$ cat src/rtl/neuron_accumulator_if.sv
// rtl/neuron_accumulator_if.sv - layer-controller <-> neuron accumulator signal bundle
//
// Purpose: groups the product stream, neuron control and activation result
// of one neuron accumulator.
// Signals:
//   start      controller -> acc  begin a new neuron, bias sampled with it
//   bias       controller -> acc  sign-magnitude bias word
//   prod_valid controller -> acc  prod_in carries a product this cycle
//   prod_in    controller -> acc  sign-magnitude product word
//   relu_en    controller -> acc  clamp negative results to zero
//   busy       acc -> controller  neuron in progress
//   out_valid  acc -> controller  one-cycle result strobe
//   out_data   acc -> controller  sign-magnitude activation
//   overflow   acc -> controller  sticky: last result saturated
interface neuron_accumulator_if #(
  parameter int DATA_WIDTH = 16
) ();
  logic                  start;
  logic [DATA_WIDTH-1:0] bias;
  logic                  prod_valid;
  logic [DATA_WIDTH-1:0] prod_in;
  logic                  relu_en;
  logic                  busy;
  logic                  out_valid;
  logic [DATA_WIDTH-1:0] out_data;
  logic                  overflow;

  modport master (
    output start, bias, prod_valid, prod_in, relu_en,
    input  busy, out_valid, out_data, overflow
  );

  modport slave (
    input  start, bias, prod_valid, prod_in, relu_en,
    output busy, out_valid, out_data, overflow
  );
endinterface

$ cat src/rtl/neuron_accumulator.sv
// rtl/neuron_accumulator.sv - sums one neuron's products plus bias, saturates, optional ReLU
//
// Purpose: collects NUM_INPUTS sign-magnitude products from the bit-serial
// multiplier into a two's-complement accumulator seeded with the bias, then
// saturates to the sign-magnitude word range, optionally clamps negatives to
// zero and presents the activation with a one-cycle out_valid strobe.
// Ports:
//   clk    rising-edge clock
//   reset  asynchronous, active-low reset
//   bus    neuron_accumulator_if.slave (start/bias/prod_valid/prod_in/relu_en in,
//          busy/out_valid/out_data/overflow out)
module neuron_accumulator #(
  parameter int NUM_INPUTS = 16,
  parameter int DATA_WIDTH = 16,
  parameter int FRAC_WIDTH = 10,
  parameter int ACC_WIDTH  = 24
) (
  input  logic                 clk,
  input  logic                 reset,
  neuron_accumulator_if.slave  bus
);

  localparam int MAG_W = DATA_WIDTH - 1;
  localparam int CNT_W = $clog2(NUM_INPUTS + 1);
  localparam logic [CNT_W-1:0] LAST_CNT = CNT_W'(NUM_INPUTS - 1);
  // Largest representable magnitude; the range is symmetric because the
  // output is sign-magnitude.
  localparam logic signed [ACC_WIDTH-1:0] SAT_POS =
    signed'({{(ACC_WIDTH - MAG_W){1'b0}}, {MAG_W{1'b1}}});
  localparam logic signed [ACC_WIDTH-1:0] SAT_NEG = -SAT_POS;

  // The accumulator is sized so it can never wrap; reject parameter sets
  // that would break that guarantee or the word format.
  if (NUM_INPUTS < 1 || FRAC_WIDTH >= DATA_WIDTH ||
      ACC_WIDTH < DATA_WIDTH + $clog2(NUM_INPUTS + 1)) begin : g_param_check
    $error("neuron_accumulator: illegal parameter combination");
  end

  typedef enum logic [1:0] {
    S_IDLE   = 2'd0,
    S_ACCUM  = 2'd1,
    S_FINISH = 2'd2,
    S_OUTPUT = 2'd3
  } state_t;

  state_t                       state;
  logic signed [ACC_WIDTH-1:0]  acc;
  logic [CNT_W-1:0]             cnt;
  logic                         busy_q;
  logic                         out_valid_q;
  logic [DATA_WIDTH-1:0]        out_data_q;
  logic                         ovf_q;

  // Sign-magnitude to two's complement; 0x8000 maps to plain zero.
  function automatic logic signed [ACC_WIDTH-1:0] conv(input logic [DATA_WIDTH-1:0] w);
    logic signed [ACC_WIDTH-1:0] m;
    m = signed'({{(ACC_WIDTH - MAG_W){1'b0}}, w[MAG_W-1:0]});
    return w[DATA_WIDTH-1] ? -m : m;
  endfunction

  // Result formatting used in FINISH: saturate, ReLU, canonical zero.
  logic                  res_neg;
  logic [MAG_W-1:0]      res_mag;
  logic                  res_sat;
  logic [DATA_WIDTH-1:0] res_word;

  always_comb begin
    res_neg = 1'b0;
    res_mag = '0;
    res_sat = 1'b0;
    if (acc > SAT_POS) begin
      res_mag = '1;
      res_sat = 1'b1;
    end else if (acc < SAT_NEG) begin
      res_neg = 1'b1;
      res_mag = '1;
      res_sat = 1'b1;
    end else begin
      res_neg = acc[ACC_WIDTH-1];
      res_mag = MAG_W'(acc[ACC_WIDTH-1] ? -acc : acc);
    end
    // ReLU clears the value but leaves the saturation flag as computed.
    if (res_neg && bus.relu_en) begin
      res_neg = 1'b0;
      res_mag = '0;
    end
    if (res_mag == '0) begin
      res_neg = 1'b0;
    end
    res_word = {res_neg, res_mag};
  end

  always_ff @(posedge clk or negedge reset) begin
    if (!reset) begin
      state       <= S_IDLE;
      acc         <= '0;
      cnt         <= '0;
      busy_q      <= 1'b0;
      out_valid_q <= 1'b0;
      out_data_q  <= '0;
      ovf_q       <= 1'b0;
    end else begin
      out_valid_q <= 1'b0;
      case (state)
        S_IDLE: begin
          if (bus.start) begin
            acc    <= conv(bus.bias);
            cnt    <= '0;
            ovf_q  <= 1'b0;
            busy_q <= 1'b1;
            state  <= S_ACCUM;
          end
        end
        S_ACCUM: begin
          if (bus.prod_valid) begin
            acc <= acc + conv(bus.prod_in);
            cnt <= cnt + CNT_W'(1);
            if (cnt == LAST_CNT) begin
              state <= S_FINISH;
            end
          end
        end
        S_FINISH: begin
          out_data_q  <= res_word;
          ovf_q       <= res_sat;
          out_valid_q <= 1'b1;
          state       <= S_OUTPUT;
        end
        S_OUTPUT: begin
          // start seen here is dropped; it is honoured from the next cycle.
          busy_q <= 1'b0;
          state  <= S_IDLE;
        end
        default: state <= S_IDLE;
      endcase
    end
  end

  assign bus.busy      = busy_q;
  assign bus.out_valid = out_valid_q;
  assign bus.out_data  = out_data_q;
  assign bus.overflow  = ovf_q;

endmodule

$ cat src/flat_wrapper.sv
// flat-port wrapper written by rule: the top's interface ports become plain ports
module neuron_accumulator_flat 
#(
  parameter int NUM_INPUTS = 16,
  parameter int DATA_WIDTH = 16,
  parameter int FRAC_WIDTH = 10,
  parameter int ACC_WIDTH  = 24
)
  (clk, reset, bus_start, bus_bias, bus_prod_valid, bus_prod_in, bus_relu_en, bus_busy, bus_out_valid, bus_out_data, bus_overflow);
  neuron_accumulator_if #(.DATA_WIDTH(DATA_WIDTH)) bus_i ();
  input  logic clk;
  input  logic reset;
  input wire logic [$bits(bus_i.start)-1:0] bus_start;
  input wire logic [$bits(bus_i.bias)-1:0] bus_bias;
  input wire logic [$bits(bus_i.prod_valid)-1:0] bus_prod_valid;
  input wire logic [$bits(bus_i.prod_in)-1:0] bus_prod_in;
  input wire logic [$bits(bus_i.relu_en)-1:0] bus_relu_en;
  output wire logic [$bits(bus_i.busy)-1:0] bus_busy;
  output wire logic [$bits(bus_i.out_valid)-1:0] bus_out_valid;
  output wire logic [$bits(bus_i.out_data)-1:0] bus_out_data;
  output wire logic [$bits(bus_i.overflow)-1:0] bus_overflow;
  assign bus_i.start = bus_start;
  assign bus_i.bias = bus_bias;
  assign bus_i.prod_valid = bus_prod_valid;
  assign bus_i.prod_in = bus_prod_in;
  assign bus_i.relu_en = bus_relu_en;
  assign bus_busy = bus_i.busy;
  assign bus_out_valid = bus_i.out_valid;
  assign bus_out_data = bus_i.out_data;
  assign bus_overflow = bus_i.overflow;
  neuron_accumulator #(.NUM_INPUTS(NUM_INPUTS), .DATA_WIDTH(DATA_WIDTH), .FRAC_WIDTH(FRAC_WIDTH), .ACC_WIDTH(ACC_WIDTH)) u_core (.clk(clk), .reset(reset), .bus(bus_i));
endmodule
$ cat config.mk
export PLATFORM = sky130hd
export DESIGN_NAME = neuron_accumulator_flat
export DESIGN_NICKNAME = d
export VERILOG_FILES = /design/src/rtl/neuron_accumulator_if.sv /design/src/rtl/neuron_accumulator.sv /design/src/flat_wrapper.sv
export SDC_FILE = /design/constraint.sdc
export NUM_CORES = 1
export LEC_CHECK = 0
export BUFFER_PORTS_ARGS = -buffer_cell sky130_fd_sc_hd__buf_2
export CAP_MARGIN = 0
export CELL_PAD_IN_SITES_DETAIL_PLACEMENT = 1
export CELL_PAD_IN_SITES_GLOBAL_PLACEMENT = 1
export CORE_MARGIN = 3
export CORE_UTILIZATION = 40
export DETAILED_ROUTE_END_ITERATION = 7
export PLACE_DENSITY = 0.8
export SLEW_MARGIN = 5
export SYNTH_ARGS = -nofsm -noshare
export SYNTH_HDL_FRONTEND = slang
export SYNTH_SLANG_ARGS = --single-unit
$ cat constraint.sdc
create_clock -name clk -period 3 [get_ports clk]
set_clock_uncertainty 0.05 [all_clocks]
set_input_delay 0.6 -clock clk [delete_from_list [all_inputs] [get_ports clk]]
set_output_delay 0.6 -clock clk [all_outputs]
set_load 0.03 [all_outputs]
==> flow_summary_export.csv <==
group,metric,value,unit
run_status,outcome,"complete, but fails checks",
run_status,failed_checks,"setup timing",
sta,worst_slew_slack_as_a_fraction_of_its_limit,42.2,%
place,dpl.hpwl,13000,um
drt,num_vias,5572,
setup_path,cp.required,3180,ps
global_routing,maximum_number_of_pins_on_one_net_before_global_route_repair,36,
floorplan,fp.dieArea,13000,um2
floorplan,core_region_area,11100,um2
finish,stdcell_area,6500,um2
yosys,ys_ff_latch,50,
drt,route.detailed.wl_per_inst,24.0,um
worst_hold_path,hold_path.class,"input port to async pin",
setup_path,cp-start-kind,"input port",
setup_path,critical_path.top_delay_family,"simple AND/OR/NAND/NOR gates",
sta,maxClockFrequency,243,MHz
clocking,cts-root-to-sink-buffers,2,
setup_path,worstPathCellList,"buf_6, nor4_4, nand2_1, or3_4, or4_4, o41ai_4, xnor2_1, ha_1, a21oi_4, nor2_2, o41ai_2, o211ai_1, a21o_1, buf_6, xor2_1, nand2_1, a21oi_2",
clocking,cts-buffers-inserted,5,
global_routing,first_pass_grt_wire_length,31200,um
yosys,async_reset_ff_share,100,%
clocking,cts_htree_levels,2,
sta,setup_viol,18,
finish,area_delta_synth_final,39.9,%
sta,final-max-slew-violation-count,0,
yosys,synth-seq-area-share,26.9,%
place,placed_cells_incl_taps,857,
floorplan,placementRows,38,
yosys,postSynthAreaPerCell,8.07,um2
sta,min_period,4120,ps
setup_path,critical_path_buf_inv_count,2,
global_routing,grt_remaining_overflow,0,
yosys,number_of_enable_type_register_cells_in_the_synthesized_netlist,0,
drt,total_wirelength,21300,um
floorplan,die_w,114,um
sta,worst-slew-pin-transition,867,ps
pwr,ir_worst_vdd,0.679,mV
setup_path,crit_path_max_incr_delay,490,ps
setup_path,worstPathMaxFanout,3,
finish,diodes,0,
place,dpl_cell_area,5860,um2
global_routing,grt_usage,30.0,%
finish,final_common_cell,"sky130_fd_sc_hd__buf_4",
clocking,ctsHoldBuffers,0,
drt,ant_nets,0,
yosys,yosys_most_used_dff,"sky130_fd_sc_hd__dfrtp_1",
pwr,leakagePower,0.00295,uW
yosys,synth_cell_types,61,
run,max-cap-violations,0,
clocking,sink_count,50,
finish,finish.net_count,821,
drt,vias_per_cell,6.28,
finish,finalNonFillerCells,887,
place,port_buffers,55,
floorplan,die_h,114,um
pwr,pwr_dens,1210,nW/um2
drt,drt_pass1_iterations,5,
yosys,cell_area_after_synthesis,4650,um2
setup_path,crit_type,"input port to flip-flop",
floorplan,initial_utilization,42.0,%
sta,rsz0062_at_grt,"true",
yosys,syn-num-nets,651,
global_routing,first_global_vias,5925,
setup_path,end_kind,"flip-flop",
yosys,netlist_instances,576,
sta,period_share,137,%
setup_path,critical_path_arrival,4290,ps
global_routing,grt_antenna_before_repair,0,
clocking,clock_insertion_delay_worst_skew,300,ps
finish,final_cell_mix,"126 x sky130_fd_sc_hd__buf_4, 68 x sky130_fd_sc_hd__nand2_1, 53 x sky130_fd_sc_hd__buf_2, 48 x sky130_fd_sc_hd__dfrtp_1, 45 x sky130_fd_sc_hd__nor2_1",
yosys,yosysWarningCount,0,
clocking,tritoncts,"yes",
sta,worst_hold_slack,217,ps
pwr,total_power_consumption,7890,uW
clocking,clock-root-buffer,"sky130_fd_sc_hd__clkbuf_16",
sta,setup-tns-final,-13630,ps
drt,drt_drc_violations_left,0,
floorplan,top_level_ports,56,
sta,timing.final.ws_setup,-1120,ps
drt,drt_iter0_markers,454,
place,finalWeightedCongestion,0.906,
sta,finalHoldViolations,0,
setup_path,crit_slowest_cell,"sky130_fd_sc_hd__or4_4",
finish,final_layout_size_suffix_gt1_share,36.3,%
clocking,register_clock_pin_slew_on_the_reported_worst_setup_and_hold_paths,70,ps
## metrics by stage
stage	util (%)	worst slack, ps
global route	58.7	-1250
finish	58.7	-1120
global placement	52.9	-1220
CTS	56.5	-986
detailed placement	52.9	-1460
floorplan	-	-1010
## sequential cells by signal (all words and copies together) (netlist names)
name,flops
u_core.acc,24
u_core.bus.overflow,1
u_core.bus.busy,1
u_core.bus.out_valid,1
u_core.state,2
u_core.bus.out_data,16
u_core.cnt,5
## worst register-to-register path, delay by kind of cell (launching register included)
family / cells / cell delay [ps]
simple gates: 3 / 1420
compound gates: 3 / 640
flops: 1 / 400
fa+ha+maj: 1 / 290
buf+inv: 1 / 90
## path summary, 6_finish.rpt
check	startpoint	to	slack (ps)	depth (start not counted)
worst max-delay path	bus_prod_in[5]	u_core.acc[21]$_DFFE_PN0P_	-1120	17
worst min-delay path	reset	u_core.cnt[3]$_DFFE_PN0P_	220	1
worst max register to register	u_core.state[0]$_DFFE_PN0P_	u_core.acc[23]$_DFFE_PN0P_	-20	8
worst min register to register	u_core.bus.out_data[0]$_DFFE_PN0P_	u_core.bus.out_data[0]$_DFFE_PN0P_	450	1
max in group asynchronous	reset	u_core.acc[1]$_DFFE_PN0P_	1820	2
min in group clk	u_core.bus.out_data[0]$_DFFE_PN0P_	u_core.bus.out_data[0]$_DFFE_PN0P_	450	1
## synth_stat cells (all sizes together), types with 12 or more instances
cell | n | share of area, %
xor2 | 21 | 4.0
o21ai | 47 | 5.1
nor3 | 16 | 1.7
clkbuf | 17 | 1.4
ha | 37 | 10
dfrtp | 50 | 27
o31ai | 12 | 1.9
a21oi | 49 | 5.4
inv | 21 | 1.7
mux2 | 12 | 3.0
xnor2 | 31 | 6.0
nand2 | 69 | 5.6
nor2 | 47 | 3.8
## power by group
group / internal [uW] / switching, uW / leakage (uW) / total [uW]
Clock: 332 / 270 / 0.0000739 / 602
Combinational: 2480 / 3440 / 0.00229 / 5920
Sequential: 1020 / 352 / 0.000590 / 1370
## kinds of logic after synthesis
logic type | after synthesis | synth area share, %
AO/OA/AOI/OAI | 168 | 22.6
XOR/XNOR | 52 | 9.96
adder cells (fa/ha/maj) | 38 | 10.4
buffers and inverters | 45 | 3.90
flip-flops | 50 | 26.9
multiplexers | 21 | 4.93
AND/OR/NAND/NOR | 202 | 21.3
## per-layer routing
metal / up-vias / wire length (um) / track usage, %
met5: - / 0 / 0
met4: 0 / 1070 / 13.8
met3: 103 / 1300 / 4.08
met2: 293 / 10700 / 53.7
met1: 2757 / 8200 / 35.6
li1: 2419 / - / -
## final cells by class
cell class | count | area, um2
clock buffers | 7 | 143
clock inverters | 1 | 5.00
fillers | 1303 | 4580
inverters | 21 | 78.8
multi-input cells | 481 | 3540
flip-flops and latches | 50 | 1250
well taps | 140 | 175
repair buffers | 187 | 1310
## repair_timing
action                                  4_1_cts  5_1_grt
pin swaps                                    26       36
gates resized for setup                      37       40
endpoints found under the setup margin       17       19
buffers inserted                             14        9
cloned                                        0        0
(Power assumes the default switching activity.)
